### config.mk
export PLATFORM = sky130hd
export DESIGN_NAME = snitch_sb_tag_table
export DESIGN_NICKNAME = d
export VERILOG_FILES = /design/src/rtl/snitch_sb_tag_table.sv
export SDC_FILE = /design/constraint.sdc
export NUM_CORES = 1
export LEC_CHECK = 0
export ABC_AREA = 0
export BUFFER_PORTS_ARGS = -buffer_cell sky130_fd_sc_hd__buf_2
export CAP_MARGIN = 20
export CORE_MARGIN = 4
export CORE_UTILIZATION = 45
export CTS_CLUSTER_DIAMETER = 200
export CTS_CLUSTER_SIZE = 28
export DETAILED_ROUTE_END_ITERATION = 12
export HOLD_SLACK_MARGIN = 0.03
export RECOVER_POWER = 25
export SYNTH_ARGS = -nofsm -noshare
export SYNTH_HDL_FRONTEND = slang
export SYNTH_SLANG_ARGS = --single-unit
### constraint.sdc
create_clock -name clk_i -period 6.7 [get_ports clk_i]
set_clock_uncertainty 0.05 [all_clocks]
set_input_delay 1.005 -clock clk_i [delete_from_list [all_inputs] [get_ports clk_i]]
set_output_delay 1.005 -clock clk_i [all_outputs]
set_load 0.01 [all_outputs]
### src/rtl/snitch_sb_tag_table.sv
// Scoreboard tag table: allocates pool tags to issuing instructions, tracks their
// destination registers for RAW/WAW checks, and returns tags on writeback or flush.
module snitch_sb_tag_table #(
    parameter int unsigned NumTags      = 8,
    parameter int unsigned RegAddrWidth = 5,
    parameter int unsigned NumQuery     = 3,
    localparam int unsigned TagWidth    = $clog2(NumTags)
) (
    input  logic                                   clk_i,
    input  logic                                   rst_i,
    input  logic                                   issue_valid_i,
    input  logic [RegAddrWidth-1:0]                issue_rd_i,
    output logic                                   issue_ready_o,
    output logic [TagWidth-1:0]                    issue_tag_o,
    input  logic                                   pool_empty_i,
    input  logic [TagWidth-1:0]                    pool_tag_i,
    output logic                                   pool_pop_o,
    output logic                                   pool_push_o,
    output logic [TagWidth-1:0]                    pool_tag_o,
    input  logic                                   wb_valid_i,
    input  logic [TagWidth-1:0]                    wb_tag_i,
    output logic                                   wb_err_o,
    input  logic [NumQuery-1:0][RegAddrWidth-1:0]  query_rs_i,
    output logic [NumQuery-1:0]                    hazard_o,
    input  logic                                   flush_i,
    output logic                                   busy_o,
    output logic [TagWidth:0]                      inflight_o
);

    localparam logic [0:0] Idle  = 1'b0;
    localparam logic [0:0] Flush = 1'b1;

    logic [0:0]                                state_q;
    logic [TagWidth-1:0]                       idx_q;
    logic [NumTags-1:0]                        valid_q, valid_d;
    logic [NumTags-1:0][RegAddrWidth-1:0]      rd_q;
    logic                                      ret_valid_q;
    logic [TagWidth-1:0]                       ret_tag_q;
    logic                                      wb_err_q;
    logic [TagWidth:0]                         inflight_q, inflight_d;

    logic waw, fire, wb_hit, scan_clr, idx_last;

    always_comb begin
        waw = 1'b0;
        for (int t = 0; t < NumTags; t++) begin
            if (valid_q[t] && rd_q[t] == issue_rd_i) waw = 1'b1;
        end
        waw = waw && (issue_rd_i != '0);
    end

    assign issue_ready_o = (state_q == Idle) && !pool_empty_i && !flush_i && !waw;
    assign fire          = issue_valid_i && issue_ready_o;
    assign pool_pop_o    = fire;
    assign issue_tag_o   = pool_tag_i;

    // Writeback owns the single return slot; the scan only advances when it is free.
    assign wb_hit   = wb_valid_i && valid_q[wb_tag_i];
    assign scan_clr = (state_q == Flush) && !wb_hit && valid_q[idx_q];
    assign idx_last = (idx_q == TagWidth'(NumTags - 1));

    always_comb begin
        valid_d = valid_q;
        if (wb_hit)   valid_d[wb_tag_i]   = 1'b0;
        if (scan_clr) valid_d[idx_q]      = 1'b0;
        if (fire)     valid_d[pool_tag_i] = 1'b1;
    end

    assign inflight_d = inflight_q + (TagWidth+1)'(fire) - (TagWidth+1)'(wb_hit | scan_clr);

    // Hazards look only at registered state, so same-cycle issue/writeback is invisible.
    for (genvar q = 0; q < NumQuery; q++) begin : g_query
        logic match;
        always_comb begin
            match = 1'b0;
            for (int t = 0; t < NumTags; t++) begin
                if (valid_q[t] && rd_q[t] == query_rs_i[q]) match = 1'b1;
            end
        end
        assign hazard_o[q] = match && (query_rs_i[q] != '0);
    end

    always_ff @(posedge clk_i or posedge rst_i) begin
        if (rst_i) begin
            state_q     <= Idle;
            idx_q       <= '0;
            valid_q     <= '0;
            rd_q        <= '0;
            ret_valid_q <= 1'b0;
            ret_tag_q   <= '0;
            wb_err_q    <= 1'b0;
            inflight_q  <= '0;
        end else begin
            valid_q     <= valid_d;
            inflight_q  <= inflight_d;
            wb_err_q    <= wb_valid_i && !valid_q[wb_tag_i];
            ret_valid_q <= wb_hit | scan_clr;
            if (fire) rd_q[pool_tag_i] <= issue_rd_i;
            if (wb_hit)        ret_tag_q <= wb_tag_i;
            else if (scan_clr) ret_tag_q <= idx_q;
            if (state_q == Idle) begin
                if (flush_i) begin
                    state_q <= Flush;
                    idx_q   <= '0;
                end
            end else if (!wb_hit) begin
                if (idx_last) begin
                    state_q <= Idle;
                    idx_q   <= '0;
                end else begin
                    idx_q <= idx_q + TagWidth'(1);
                end
            end
        end
    end

    assign pool_push_o = ret_valid_q;
    assign pool_tag_o  = ret_tag_q;
    assign wb_err_o    = wb_err_q;
    assign busy_o      = (state_q == Flush);
    assign inflight_o  = inflight_q;

endmodule

# Word-level counts from Yosys, hierarchy flattened
# Cells that the tools add are included.
[word_totals] register_bits=61 inputBits=32 out_inout_bits=18 elab_cells=183
[op_classes] add_sub_neg=3 order_cmp=6 n_eq_ne=34 n_mux=58 n_bitwise=8 n_reduce_logical=59
[ops] operator="$eq A5 B5 Y1" n=32
[ops] operator="$logic_and A1 B1 Y1" n=47
[ops] operator="$mux W1" n=41
[ops] operator="$bwmux W40" n=1
[ops] operator="$mux W8" n=3
[ops] operator="$reduce_bool A5 Y1" n=4
[ops] operator="$mux W3" n=6
[ops] operator="$and A8 B8 Y8" n=2
[ops] operator="$not A8 Y8" n=2
[ops] operator="$demux W5 S3" n=1
[ops] operator="$lt A3 B4 Y1 const B" n=3
[ops] operator="$demux W1 S3" n=3
[ops] operator="$ge A3 B1 Y1 const B" n=3
[ops] operator="$or A8 B8 Y8" n=1
[ops] operator="$bmux W1 S3" n=2
[ops] operator="$logic_not A1 Y1" n=5
[ops] operator="$mux W5" n=1
[ops] operator="$add A4 B1 Y4" n=1
[ops] operator="$reduce_bool A2 Y1" n=2
[ops] operator="$sub A4 B1 Y4" n=1
[ops] operator="$add A3 B1 Y3 const B" n=1
[ops] operator="$eq A3 B3 Y1 const B" n=1
[ops] operator="$ne A2 B2 Y1 const B" n=1
[ops] operator="$or A1 B1 Y1" n=2
[ops] operator="other kinds (2)" n=2

# Longest topological paths before layout
# Gate-level depths: netlist of the first run.
[depth] word_depth=16 mapped_depth=14 depth_no_buf=11

# Worst setup path after synthesis of the first run
# OpenSTA, ideal clock, no wires.
[synth_path] path_kind="input to output" start="in issue_rd_i[3]" end="out pool_pop_o" t_arrival_ns=2.656 required_ns=5.645 slack_ns=2.989 stages=10 path_buffers=4 path_cell_list="buf_4 xor2_1 nor4_1 nand3_1 and4_1 clkbuf_1 a21oi_1 buf_2 buf_2 nor2_1"
[synth_via] elab_chain_cells=14 elab_cells_between_ends=29 classes_between="eq/ne (8); mux (8); reduce/logical (13)"
[synth_rtl] item="start: declaration" line="12" rtl="input logic [RegAddrWidth-1:0] issue_rd_i,"
[synth_rtl] item="$eq A5 B5 Y1" line="47" rtl="if (valid_q[t] && rd_q[t] == issue_rd_i) waw = 1'b1;"
[synth_rtl] item="$logic_and A1 B1 Y1" line="47"
[synth_rtl] item="$mux W1 (8 in series)" line="47"
[synth_rtl] item="$logic_and A1 B1 Y1 (*)" line="49" rtl="waw = waw && (issue_rd_i != '0);"
[synth_rtl] item="$logic_not A1 Y1 (*)" line="52" rtl="assign issue_ready_o = (state_q == Idle) && !pool_empty_i && !flush_i && !waw;"
[synth_rtl] item="$logic_and A1 B1 Y1 (*)" line="52"
[synth_rtl] item="$logic_and A1 B1 Y1 (*)" line="53" rtl="assign fire = issue_valid_i && issue_ready_o;"
[synth_rtl] item="end: declaration" line="17" rtl="output logic pool_pop_o,"
# Every way passes the cells marked *; elsewhere a longest branch is shown, timed or not.

# Worst setup path in the final report of the first run
[layout_path] start="in issue_rd_i[4]" end="out pool_pop_o"
# Same word-level chain as after synthesis.

==> impl_results.md, run 1 <==
- Outcome: finished with violations
- Violated checks: max-capacitance violations, max-slew violations
- Setup tns final: 0 ps
- Drt drc: 0
- Final setup fails: 0
- Commonest non-fill, non-tap cells in the layout: 127 x xor2_1, 62 x nor4_1, 61 x dfrtp_1
- Critical path arrival: 3030 ps
- PD cells: 310 nW/um^2
- End-of-flow core utilization: 49.0%
- Initial Util: 46.2%
- Vias in the first global route: 4,711
- Post-Syn Area: 5600 sq um
- FILL cells: about 1,200
- Placer Congestion: approximately 0.93
- RR Startpoint: rd_q[34]
- Post-synth top area share: between 20 and 30%
- CTS Hold Bufs: 0
- Max incr delay on CP: around 380 ps
- Chip width: about 120 um
- WP data required: 5640 ps
- Rows: 40
- Minimum clock period: 4080 ps
- Commonest non-fill, non-tap cell in the layout: xor2_1
- Max capacitance violation total: 1
- Via/cell ratio: 6.09
- Clock latency on the worst-skew pair: ~330 ps
- Max Fclk: 245 MHz
- Period utilization: 60.9%
- Asr flop ratio synth: 100%
- Grt total ovfl: 0
- H-tree depth: 3
- Slew @ Worst Pin: 3370 ps
- Fraction of layout cells with a size suffix above 1: 11.9%
- Slowest cell on crit path: buf_4
- Crit path launch: issue_rd_i[4]
- Finished Cell Area: 5940 sq um
- Gr usage total: 24.0%
- Max-slew violation count: between 60 and 70
- Synth unique cells: about 50
- Crit start category: input pin
- Sw Share: 40.1%
- Initial antenna violation count: 0
- Core ar.: 12,100 sq um
- Largest net degree at the start of global routing: 62
- RSZ-0062 raised after global routing: no
- Post-cts sizing count: 0
- Ports: 50
- Pwr Total: 1.84 mW
- Yosys warning count: 0
- Synth area leader: dfrtp_1
- Post-CTS Setup Bufs: 0
- Number of flops mapped to enable cells by yosys: 0
- # port buffers: 49
- Routed vias: 4,911
- Diodes inserted: 0
- Post-synthesis sequential area ratio: 27.3%
- Detailed Place HPWL: 12,300 um
- Peak supply drop: 0.191 mV
- Layout Nets: approximately 670
- Crit Path Max Fanout: 38
- HP Class: reg2reg
- TritonRoute pass-1 iters: 5
- Synth top area cells: dfrtp_1 27%, xor2_1 20%, nor4_1 6.9%
- CTS tree: done
- First-pass GRT wire length: between 20,000 and 30,000 um
- 1st-iter DRT viols: approximately 420
- Total Wirelength: approximately 17,000 um
- Post-DRT Antenna Nets: 0
- Logic pwr share: between 30% and 40%
- Cell count after synthesis: 660
- Crit path top cell by count: buf_2
- CTS Buf Count: 9
- Die area: 14,300 sq um
- Critical path cell sequence: buf_2 > xor2_1 > nor4_1 > nand3_1 > and4_1 > a21oi_2 > buf_4 > nor2_1 > buf_2
- Crit Path Category: in2out
- Hold Path Origin: pool_tag_o[0]
- Pint: 1.10 mW
- Mean Syn Cell Area: 8.48 sq um
- TritonCTS Sinks: 61
- Switching power total: 0.736 mW
- Clock power share: 23.9%
- Endpoints failing hold: 0
- Clock Path Buffers: 2
- Root buf cell: clkbuf_16
- WL per Instance: roughly 21 um
- Die H: ~120 um
- Area delta synth->final: 6.06%
- CP Capture Type: primary output
- Worst slack, placed: around 2700 ps
- Max-slew headroom: -125%
- Reg clk slew, reported paths: around 50 ps
- Worst Slack Setup Final: about 2600 ps
- Dominant synthesized flop cell: dfrtp_1
- Flop pwr share: 39.9%
- Synthesized flop and latch total: 61
- Post-synthesis net count: 699
- Leakage: 2.96 nW
- Placed Area: ~5700 sq um
[power groups by stage]
| stage | clock network, mW | registers (mW) | logic (mW) |
|---|---|---|---|
| final | 0.439 | 0.734 | 0.665 |
| after global routing | 0.469 | 0.746 | 0.752 |
| after CTS | 0.449 | 0.726 | 0.669 |
| after detailed placement | 0 | 0.733 | 0.664 |
| after global placement | 0 | 0.729 | 0.636 |
| after floorplan | 0 | 0.535 | 0.687 |
[state kept, by name, indices dropped and copies added, names as in the netlist]
register and cells:
valid_q 8, rd_q 40, wb_err_o 1, inflight_o 4, idx_q 3, pool_push_o 1, busy_o 1, pool_tag_o 3
[logic make-up (layout without fill, tap and decap cells)]
family                   count (synthesis)  count (layout)  synth area share [%]
flip-flops                              61              61                  27.3
buffers and inverters                  107              85                  8.99
XOR/XNOR                               163             163                  25.6
adder cells (fa/ha/maj)                  7               7                  1.70
AO/OA/AOI/OAI                           92              92                  11.9
multiplexers                             8               8                  1.48
AND/OR/NAND/NOR                        222             222                  23.0
[routing by layer]
| metal | share of wire, % | global-route usage (%) |
|---|---|---|
| met5 | 0 | 0 |
| met3 | 8.9 | 5.47 |
| met1 | 43 | 32.4 |
| met2 | 45 | 36.5 |
| met4 | 4.0 | 11.5 |
[metrics by stage]
stage | instances | hold slack (ps)
2_1_floorplan | 660 | 493
3_3_place_gp | 792 | 465
3_5_place_dp | 792 | 488
4_1_cts | 806 | 496
5_1_grt | 806 | 525
6_report | 806 | 486
[critical path, delay by kind of cell]
kind / cells / cell delay (ps)
xor gates and xnor gates: 1 / 130
AOI/OAI and AO/OA: 1 / 160
buffers and inverters: 3 / 850
and+or+nand+nor: 4 / 860
[cell usage after synthesis (all sizes together) (2+ instances only)]
| master | count |
|---|---|
| xor2 | 128 |
| nor4 | 63 |
| dfrtp | 61 |
| clkbuf | 53 |
| buf | 37 |
| xnor2 | 35 |
| nand2 | 32 |
| nand3 | 32 |
| and2 | 29 |
| a211o | 28 |
| o21ai | 23 |
| nand4 | 16 |
| nor2b | 16 |
| inv | 14 |
| o211ai | 14 |
| nor2 | 10 |
| a31oi | 6 |
| ha | 6 |
| mux2i | 6 |
| and3 | 5 |
| a21oi | 4 |
| o2bb2ai | 4 |
| or4 | 4 |
| clkinv | 3 |
| nand2b | 3 |
| nor3b | 3 |
| o22a | 3 |
| o311ai | 3 |
| a22o | 2 |
| a22oi | 2 |
| and4 | 2 |
| mux2 | 2 |
| nor3 | 2 |
[worst paths after layout]
| kind | endpoint | slack [ps] | depth (start not counted) |
|---|---|---|---|
| min in group asynchronous | inflight_o[3] | 1910 | 3 |
| setup / recovery | pool_pop_o | 2620 | 9 |
| hold reg to reg | pool_tag_o[0] | 490 | 2 |
| max in group asynchronous | wb_err_o | 2780 | 3 |
| hold / removal | pool_tag_o[0] | 490 | 2 |
| setup reg to reg | inflight_o[1] | 3700 | 11 |
[final cells by class]
cell class                 count  area [sq um]  share of cell area, %
multi-input combinational    492          3570                   60.2
clock inverter                 1          5.00                 0.0843
tap                          168           210                   3.54
timing repair buffer          54           279                   4.70
clock buffer                  13           280                   4.72
inverter                      17          63.8                   1.07
sequential                    61          1530                   25.7
No activity file was read; power rests on OpenSTA's default activity.
==> run 2: changes to the inputs <==
Settings changed: ABC_AREA 0 to 1, PLACE_DENSITY set to 0.66.
Clock period 6.7 ns to 3.25 ns, I/O delays scaled along.
==> impl_results.md, run 2 <==
- 1st-iter DRT viols: 755 (was 417)
- Total Wirelength: 19,700 um (was 17,000 um)
- Minimum clock period: 2920 ps
- Synth Area in XOR/XNOR: 4.35% (was 25.6%)
- PD cells: 653 nW/um^2 (was 310 nW/um^2)
- CTS tree: done (unchanged)
- Number of flops mapped to enable cells by yosys: 0 (unchanged)
- WL per Instance: 20.1 um (was 21.1 um)
- HP Class: in2async (was reg2reg)
- Largest family of logic cells by synthesized area: simple AND/OR/NAND/NOR gates (was XOR/XNOR gates)
- Synth area leader: dfrtp_1 (unchanged)
- CTS Hold Bufs: 0 (unchanged)
- Area delta synth->final: 9.80% (was 6.06%)
- Synth top area cells: dfrtp_1 29%, nand2_1 17%, nand4_1 7.2% (was dfrtp_1 27%, xor2_1 20%, nor4_1 6.9%)
- Detailed Place HPWL: 14,700 um (was 12,300 um)
- Peak supply drop: 0.454 mV (was 0.191 mV)
- Final setup fails: 0 (unchanged)
- Slew @ Worst Pin: 918 ps (was 3370 ps)
- Yosys warning count: 0 (unchanged)
- CTS Buf Count: 9 (unchanged)
- Post-DRT Antenna Nets: 0 (unchanged)
- Post-synthesis net count: 846 (was 699)
- Synthesized flop and latch total: 61 (unchanged)
- Critical path cell sequence: inv_1 > nand2_1 > o211ai_1 > nand4_1 > nand2_1 > nand2_1 > nor2_1 > nor2_1 > inv_1 > ha_1 > inv_1 > ha_1 > inv_1 > fa_1 > xnor2_1 (was buf_2 > xor2_1 > nor4_1 > nand3_1 > and4_1 > a21oi_2 > buf_4 > nor2_1 > buf_2)
- Synth cell count leaders: 234 x nand2_1, 80 x inv_1, 70 x nor2_1, 61 x dfrtp_1, 60 x nand4_1 (was 127 x xor2_1, 62 x nor4_1, 61 x dfrtp_1, 46 x clkbuf_1, 35 x xnor2_1)
- Chip width: 116 um (was 120 um)
- Via/cell ratio: 6.20 (was 6.09)
- Diodes inserted: 0 (unchanged)
- Synth unique cells: 36 (was 51)
- Clock latency on the worst-skew pair: 330 ps (about the same)
- Crit Path Category: reg2reg (was in2out)
- Die area: 13,400 sq um (was 14,300 sq um)
- Post-synthesis sequential area ratio: 29.2% (was 27.3%)
- CP delay by family, top: adder cells (was simple AND/OR/NAND/NOR gates)
- Commonest non-fill, non-tap cell in the layout: nand2_1 (was xor2_1)
- Drt drc: 0 (unchanged)
- Post-synth top area share: 29.2% (was 27.3%)
- Post-Syn Area: 5230 sq um (was 5600 sq um)
- Fin Hold WS: 272 ps (was 486 ps)
- Max capacitance violation total: 0 (was 1)
- Vias in the first global route: 5,479 (was 4,711)
- # port buffers: 49 (unchanged)
- Reg clk slew, reported paths: 60 ps (was 50 ps)
- Initial Util: 45.8% (was 46.2%)
- Crit start category: flop (was input pin)
- Crit Path Max Fanout: 6 (was 38)
- TritonRoute pass-1 iters: 6 (was 5)
- Ports: 50 (unchanged)
- Period utilization: between 80% and 90%
- Post-CTS Setup Bufs: 0 (unchanged)
- Root buf cell: clkbuf_16 (unchanged)
- Initial antenna violation count: 0 (unchanged)
- Placer Congestion: 0.974 (was 0.933)
- Leakage: 2.84 nW (was 2.96 nW)
- Cell count after synthesis: 807 (was 660)
- Mean Syn Cell Area: 6.48 sq um (was 8.48 sq um)
- Crit path top cell by count: inv_1 (was buf_2)
- Max-slew violation count: 0 (was 62)
- First-pass GRT wire length: 30,600 um (was 26,800 um)
- Layout Nets: 871 (was 674)
- H-tree depth: 3 (unchanged)
- Core ar.: 11,400 sq um (was 12,100 sq um)
- Fraction of layout cells with a size suffix above 1: 10.4% (was 11.9%)
- Largest net degree at the start of global routing: 30 (was 62)
- Outcome: completed (was finished with violations)
- Rows: 39 (was 40)
- Slowest cell on crit path: dfrtp_1 (was buf_4)
- Dominant synthesized flop cell: dfrtp_1 (unchanged)
- Max incr delay on CP: 550 ps (was 380 ps)
- Critical path arrival: 3080 ps (was 3030 ps)
- Post-Synth Adder-Cell Area: 1.82% (was 1.70%)
- Most frequent cell after synthesis: nand2_1 (was xor2_1)
- RSZ-0062 raised after global routing: no (unchanged)
- Max reg flops: 40 (unchanged)
- Post-Synth Simple-Gate Area: 35.0% (was 23.0%)
- CP Capture Type: flop (was primary output)
- WP data required: 3410 ps (was 5640 ps)
- Synth Area in Compound Gates: 17.9% (was 11.9%)
- Setup tns final: 0 ps (unchanged)
- Routed vias: 6,067 (was 4,911)
- Die H: 116 um (was 120 um)
- Worst path depth: 15 (was 9)
- Most flop-heavy register: rd_q (unchanged)
- Clock Path Buffers: 2 (unchanged)
- Mux cell area share after synthesis: 0.191% (was 1.48%)
- TritonCTS Sinks: 61 (unchanged)
- Gr usage total: 29.8% (was 24.0%)
- Endpoints failing hold: 0 (unchanged)
- Post-cts sizing count: 0 (unchanged)
- Worst R2R Path Depth: 15 (was 11)
- Asr flop ratio synth: 100% (unchanged)
- Commonest non-fill, non-tap cells in the layout: 234 x nand2_1, 80 x inv_1, 70 x nor2_1 (was 127 x xor2_1, 62 x nor4_1, 61 x dfrtp_1)
- Max Fclk: approximately 340 MHz
- Max-slew headroom: 38.8% (was -125%)
- Worst path bufs/invs: 4 (was 3)
- Grt total ovfl: 0 (unchanged)
==> run 2: cell type report <==
type	instances	area, sq um
Sequential cell	61	1530
Clock inverter	5	52.6
Timing Repair Buffer	60	324
Multi-Input combinational cell	612	3100
Tap cell	143	179
Clock buffer	10	229
Fill cell	1199	5670
Inverter	88	332
==> run 2: stage by stage <==
stage	setup WS, ps	area (sq um)	std cells	utilization [%]	total power [mW]
CTS	357	5750	979	50.4	3.71
floorplan	629	5230	807	-	2.27
global route	64.7	5750	979	50.3	4.00
global placement	360	5470	964	47.9	2.73
finish	328	5750	979	50.3	3.75
detailed placement	224	5470	964	47.9	2.78
==> run 2: report_power, final <==
group	total, mW	internal [mW]	switching, mW
Combinational	1.49	0.547	0.945
Sequential	1.34	0.962	0.373
Clock	0.927	0.584	0.343
==> run 2: final timing paths <==
path	startpoint	endpoint	slack (ps)
max in group asynchronous	rst_i	wb_err_o	1580
setup / recovery	valid_q[3]	inflight_o[2]	330
hold reg to reg	rd_q[5]	rd_q[5]	430
hold / removal	rst_i	inflight_o[1]	270
setup reg to reg	valid_q[3]	inflight_o[2]	330
min in group clk_i	wb_valid_i	wb_err_o	340
==> run 2: metal layers <==
metal	vias to the layer above	GRT usage, %	wire length, um	share of wire, %
li1	2796	-	-	-
met4	0	10.3	510	2.6
met3	47	3.45	2280	12
met5	-	0	0	0
met1	2809	45.0	8500	43
met2	415	44.0	8390	43
==> run 2: logic make-up (layout without fill, tap and decap cells) <==
group | count (synthesis) | after routing
multiplexers | 1 | 1
AO/OA/AOI/OAI | 154 | 154
XOR/XNOR | 26 | 26
buffers and inverters | 134 | 163
AND/OR/NAND/NOR | 424 | 424
flip-flops | 61 | 61
adder cells (fa/ha/maj) | 7 | 7
